<file path="config.mk">
export PLATFORM = sky130hd
export DESIGN_NAME = pc_sequencer
export DESIGN_NICKNAME = d
export VERILOG_FILES = /design/src/rtl/pc_sequencer_pkg.sv /design/src/rtl/pc_ras.sv /design/src/rtl/pc_sequencer.sv
export SDC_FILE = /design/constraint.sdc
export NUM_CORES = 1
export LEC_CHECK = 0
export CAP_MARGIN = 20
export CORE_MARGIN = 2
export CORE_UTILIZATION = 55
export DETAILED_ROUTE_END_ITERATION = 8
export PLACE_DENSITY = 0.86
export SLEW_MARGIN = 20
export SYNTH_ARGS = -nofsm -noshare
export SYNTH_HDL_FRONTEND = slang
export SYNTH_SLANG_ARGS = --single-unit
</file>
<file path="constraint.sdc">
create_clock -name clk -period 8.1 [get_ports clk]
set_input_delay 1.62 -clock clk [delete_from_list [all_inputs] [get_ports clk]]
set_output_delay 1.62 -clock clk [all_outputs]
set_load 0.01 [all_outputs]
</file>
<file path="src/rtl/pc_sequencer_pkg.sv">
// Shared op encodings and default constants for the PC sequencer.
package pc_sequencer_pkg;

    localparam int unsigned OP_W = 3;

    localparam logic [OP_W-1:0] OP_HOLD   = 3'b000;
    localparam logic [OP_W-1:0] OP_INC    = 3'b001;
    localparam logic [OP_W-1:0] OP_JUMP   = 3'b010;
    localparam logic [OP_W-1:0] OP_BRANCH = 3'b011;
    localparam logic [OP_W-1:0] OP_CALL   = 3'b100;
    localparam logic [OP_W-1:0] OP_RET    = 3'b101;

    localparam logic [31:0]     DEF_RESET_VALUE = 32'h0006_0000;
    localparam int unsigned     DEF_STEP        = 4;
    localparam int unsigned     DEF_RAS_DEPTH   = 4;

endpackage

</file>
<file path="src/rtl/pc_ras.sv">
// Circular return-address stack: a push when full overwrites the oldest entry.
module pc_ras #(
    parameter int unsigned WIDTH = 32,
    parameter int unsigned DEPTH = 4
) (
    input  logic             clk,
    input  logic             rst,
    input  logic             push,
    input  logic             pop,
    input  logic [WIDTH-1:0] data,
    output logic [WIDTH-1:0] top,
    output logic             full,
    output logic             empty,
    output logic             ovf,
    output logic             unf
);

    localparam int unsigned PTR_W = $clog2(DEPTH);
    localparam int unsigned CNT_W = PTR_W + 1;

    logic [WIDTH-1:0] mem [DEPTH];
    logic [PTR_W-1:0] wp;
    logic [CNT_W-1:0] cnt;

    assign full  = (cnt == CNT_W'(DEPTH));
    assign empty = (cnt == '0);
    assign top   = mem[wp - PTR_W'(1)];

    // Storage needs no reset; contents are don't-care until pushed.
    always_ff @(posedge clk) begin
        if (push) begin
            mem[wp] <= data;
        end
    end

    always_ff @(posedge clk) begin
        if (!rst) begin
            wp  <= '0;
            cnt <= '0;
            ovf <= 1'b0;
            unf <= 1'b0;
        end else if (push) begin
            wp <= wp + PTR_W'(1);
            if (full) begin
                ovf <= 1'b1;
            end else begin
                cnt <= cnt + CNT_W'(1);
            end
        end else if (pop) begin
            if (empty) begin
                unf <= 1'b1;
            end else begin
                wp  <= wp - PTR_W'(1);
                cnt <= cnt - CNT_W'(1);
            end
        end
    end

endmodule

</file>
<file path="src/rtl/pc_sequencer.sv">
// Program-counter sequencer with optional return-address stack.
// Define PC_SEQUENCER_RAS_EN to build the stack; otherwise CALL=JUMP and RET=INC.
module pc_sequencer
    import pc_sequencer_pkg::*;
#(
    parameter int unsigned       WIDTH       = 32,
    parameter logic [WIDTH-1:0]  RESET_VALUE = WIDTH'(DEF_RESET_VALUE),
    parameter int unsigned       STEP        = DEF_STEP,
    parameter int unsigned       RAS_DEPTH   = DEF_RAS_DEPTH
) (
    input  logic             clk,
    input  logic             rst,
    input  logic             stall,
    input  logic [OP_W-1:0]  op,
    input  logic [WIDTH-1:0] in,
    output logic [WIDTH-1:0] out,
    output logic             ras_full,
    output logic             ras_empty,
    output logic             ras_ovf,
    output logic             ras_unf
);

    logic [WIDTH-1:0] pc_seq;
    logic [WIDTH-1:0] pc_brn;
    logic [WIDTH-1:0] pc_nxt;

    assign pc_seq = out + WIDTH'(STEP);
    assign pc_brn = out + {in[WIDTH-3:0], 2'b00};

`ifdef PC_SEQUENCER_RAS_EN
    logic             push;
    logic             pop;
    logic [WIDTH-1:0] ras_top;

    pc_ras #(
        .WIDTH (WIDTH),
        .DEPTH (RAS_DEPTH)
    ) u_ras (
        .clk   (clk),
        .rst   (rst),
        .push  (push),
        .pop   (pop),
        .data  (pc_seq),
        .top   (ras_top),
        .full  (ras_full),
        .empty (ras_empty),
        .ovf   (ras_ovf),
        .unf   (ras_unf)
    );

    // Next-PC select; stack ops are gated by stall so a held cycle is inert.
    always_comb begin
        pc_nxt = out;
        push   = 1'b0;
        pop    = 1'b0;
        if (!stall) begin
            case (op)
                OP_INC:    pc_nxt = pc_seq;
                OP_JUMP:   pc_nxt = in;
                OP_BRANCH: pc_nxt = pc_brn;
                OP_CALL: begin
                    pc_nxt = in;
                    push   = 1'b1;
                end
                OP_RET: begin
                    pc_nxt = ras_empty ? pc_seq : ras_top;
                    pop    = 1'b1;
                end
                default:   pc_nxt = out;
            endcase
        end
    end
`else
    assign ras_full  = 1'b0;
    assign ras_empty = 1'b1;
    assign ras_ovf   = 1'b0;
    assign ras_unf   = 1'b0;

    // Without a stack, CALL degenerates to JUMP and RET to INC.
    always_comb begin
        pc_nxt = out;
        if (!stall) begin
            case (op)
                OP_INC, OP_RET:   pc_nxt = pc_seq;
                OP_JUMP, OP_CALL: pc_nxt = in;
                OP_BRANCH:        pc_nxt = pc_brn;
                default:          pc_nxt = out;
            endcase
        end
    end
`endif

    always_ff @(posedge clk) begin
        if (!rst) begin
            out <= RESET_VALUE;
        end else begin
            out <= pc_nxt;
        end
    end

endmodule

</file>
==> summary.md <==
| Metric | Value |
|---|---|
| Status | complete, no violations |
| GRT Total Usage | about 30% |
| Leak pwr | between 1.5 and 2 nW |
| Largest register FFs | 32 |
| Most common cell after layout, fill and taps aside | clkdlybuf4s50_1 |
| TritonCTS Buffers | 5 |
| Routability cong. | about 0.95 |
| Antenna violations before repair | 0 |
| Clk pwr share | between 20% and 30% |
| Hold buffers post-CTS | 0 |
| Slowest stage delay, CP | between 700 and 800 ps |
| Worst Hold Class | reg2reg |
| Setup Skew | 5.94 ps |
| CTS sink count | 32 |
| Startpoint Class | input pin |
| Sw Share | ~35% |
| Starting Density | between 50% and 60% |
| Fin util | 68.7% |
| Full die area | 6750 sq um |
| Syn avg cell area | approximately 7.6 sq um |
| Crit path cell chain | clkdlybuf4s50_1, and3b_1, and2_1, ha_1, a211oi_1, o21bai_2, a2111oi_4, o211ai_1, a31oi_1, xor2_1, a221oi_1 |
| Synthesized area | 3360 sq um |
| Diode count | 0 |
| Sequential power share | between 30% and 40% |
| Sequential Area | around 640 sq um |
| Core box area | 5920 sq um |
| Final min period | between 5000 and 6000 ps |
| First DRT Iteration DRCs | ~290 |
| CP max FO | 30 |
| Ys flop type | dfxtp_1 |
| Synth cell types | slightly above 60 |
| CP arrival | roughly 5500 ps |
| # H-tree levels | 2 |
| CP Launch Point | op[1] |
| Slowest CP cell | and3b_1 |
| Via count | 3,601 |
| R2r startpoint | out[3] |
| CP Buf/Inv Count | 1 |
| Critical path capture point type | flip-flop |
| WL final | 9860 microns |
| Ys Warns | 0 |
| Sw power | around 0.16 mW |
| Ys async rst share | 0% |
| Post-DP HPWL | 7060 microns |
| RSZ-0062 raised after global routing | no |
| Peak supply drop | ~76 uV |
| CTS tree | yes |
| Most frequent cells in the layout | clkdlybuf4s50_1 (69), a21oi_1 (55), nand2_1 (51) |
| Clk buf depth | 2 |
| Setup tns final | 0 ps |
| Drt drc | 0 |
| Worst Tran Pin Value | around 900 ps |
| Die height | between 80 and 90 microns |
| Sequential share of the synthesized area | 19.1% |
| First-pass GRT wire length | roughly 16,000 microns |
| MaxCap Viol Count | 0 |
| Crit share post-route | between 60% and 70% |
| Layout area overhead | 21.1% |
| Cells after synthesis | 442 |
| Layout cells sized above 1 | between 4 and 5% |
| Largest net degree at the start of global routing | 39 |
| Critical path required time | approximately 8300 ps |
| DR pass1 iterations | 5 |
| Std-Cell Rows | 28 |
| FMAX | ~0.19 GHz |
| Post-synth EDFFs | 0 |
| Fin. max-slew vios | 0 |
| Worst skew pair latency | about 290 ps |
| Grt ovf | 0 |
| Cell family with most CP delay | compound AO/OA/AOI/OAI gates |
| Total Nets Final | between 500 and 600 |
| Vias in the first global route | approximately 3,400 |
| Clock Tree Root | clkbuf_8 |
| Filler cells | 503 |
| Post-DRT Antenna Nets | 0 |
| Number of buffers added on ports | between 60 and 70 |
| Power Density | 112 nW/um^2 |
| Die W | ~82 microns |
| Int Pwr | approximately 0.3 mW |
| Setup bufs post-CTS | 0 |
| Multi-input gate area | between 2000 and 2500 sq um |
| Top reg by flops | out |
| Post-CTS Resized | 0 |
| Via-to-Cell Ratio | 6.36 |
| CTS clk-pin slew, worst paths | 70 ps |
| Largest registers | out: 32 flops |
| Wirelength per Cell | approximately 17 microns |
| Final Hold Viols | 0 |
| Crit Path Class | in2reg |
| Comb power frac | between 30% and 40% |
| Slew HR | about two fifths |
| I/O Pins | 74 |
| # setup viols final | 0 |
| Number of synthesized register bits | 32 |
| HP Start | out[8] |
-- Yosys cell counts, types with 6 or more instances --
master | number | area, sq um
ha_1 | 29 | 363
o21bai_1 | 8 | 60.1
xor2_1 | 11 | 96.3
nand2_1 | 51 | 191
a21o_1 | 6 | 45.0
a21oi_1 | 55 | 275
xnor2_1 | 14 | 123
dfxtp_1 | 32 | 641
a221oi_1 | 9 | 78.8
nand3_1 | 9 | 45.0
or3_1 | 6 | 37.5
and2_1 | 33 | 206
inv_1 | 7 | 26.3
nand4_1 | 8 | 50.1
clkbuf_1 | 16 | 60.1
o21ai_0 | 28 | 140
nor2_1 | 17 | 63.8
o211ai_1 | 13 | 97.6
o221ai_1 | 11 | 96.3
-- power by group through the flow --
| stage | Sequential [mW] | Clock, mW | Combinational [mW] |
|---|---|---|---|
| after CTS | 0.177 | 0.126 | 0.153 |
| after global routing | 0.179 | 0.129 | 0.168 |
| after detailed placement | 0.181 | 0 | 0.152 |
| after floorplan | 0.184 | 0 | 0.0921 |
| after global placement | 0.181 | 0 | 0.149 |
| final | 0.178 | 0.123 | 0.155 |
-- per-stage QoR --
step	hold slack (ps)	power [mW]	setup slack, ps	area (sq um)	std cells
6_report	483	0.456	2810	4070	566
5_1_grt	502	0.476	2600	4070	566
4_1_cts	484	0.457	2880	4070	566
3_5_place_dp	473	0.333	2610	3990	559
3_3_place_gp	466	0.329	2770	3990	559
2_1_floorplan	492	0.276	3950	3370	444
-- worst min-delay path, cell delays in order, from the launching register on --
cell and delay [ps]:
dfxtp_1 330, nand2_1 60, a21oi_1 50
-- logic make-up (layout without fill, tap and decap cells) --
| kind of cell | Yosys count | in the layout | synth area share [%] |
|---|---|---|---|
| mux | 3 | 3 | 0.894 |
| xor+xnor | 25 | 25 | 6.52 |
| compound gates | 168 | 168 | 33.5 |
| buf+inv | 41 | 88 | 7.27 |
| flops | 32 | 32 | 19.1 |
| fa+ha+maj | 30 | 30 | 11.4 |
| other cells | 2 | 4 | 0.224 |
| simple gates | 141 | 141 | 21.2 |
-- final timing paths --
kind                                end  slack [ps]  cells after the start
worst max-delay path            out[27]        2810                     11
worst max register to register  out[27]        5420                      8
worst min-delay path             out[8]         480                      2
worst min register to register   out[8]         480                      2
-- per-layer routing --
layer | track usage (%) | up-vias | part of all wire, %
li1 | - | 1743 | -
met5 | 0 | - | 0
met1 | 40.0 | 1675 | 44
met3 | 4.78 | 18 | 6.8
met4 | 9.67 | 0 | 1.8
met2 | 49.3 | 165 | 47
-- layout make-up --
| cell class | count | area share (%) |
|---|---|---|
| inverters | 7 | 0.646 |
| well taps | 75 | 2.31 |
| clock inverters | 1 | 0.123 |
| multi-input cells | 371 | 61.5 |
| flip-flops and latches | 32 | 15.8 |
| repair buffers | 74 | 17.9 |
| clock buffers | 6 | 1.79 |
Power figures use the tool's default switching activity.
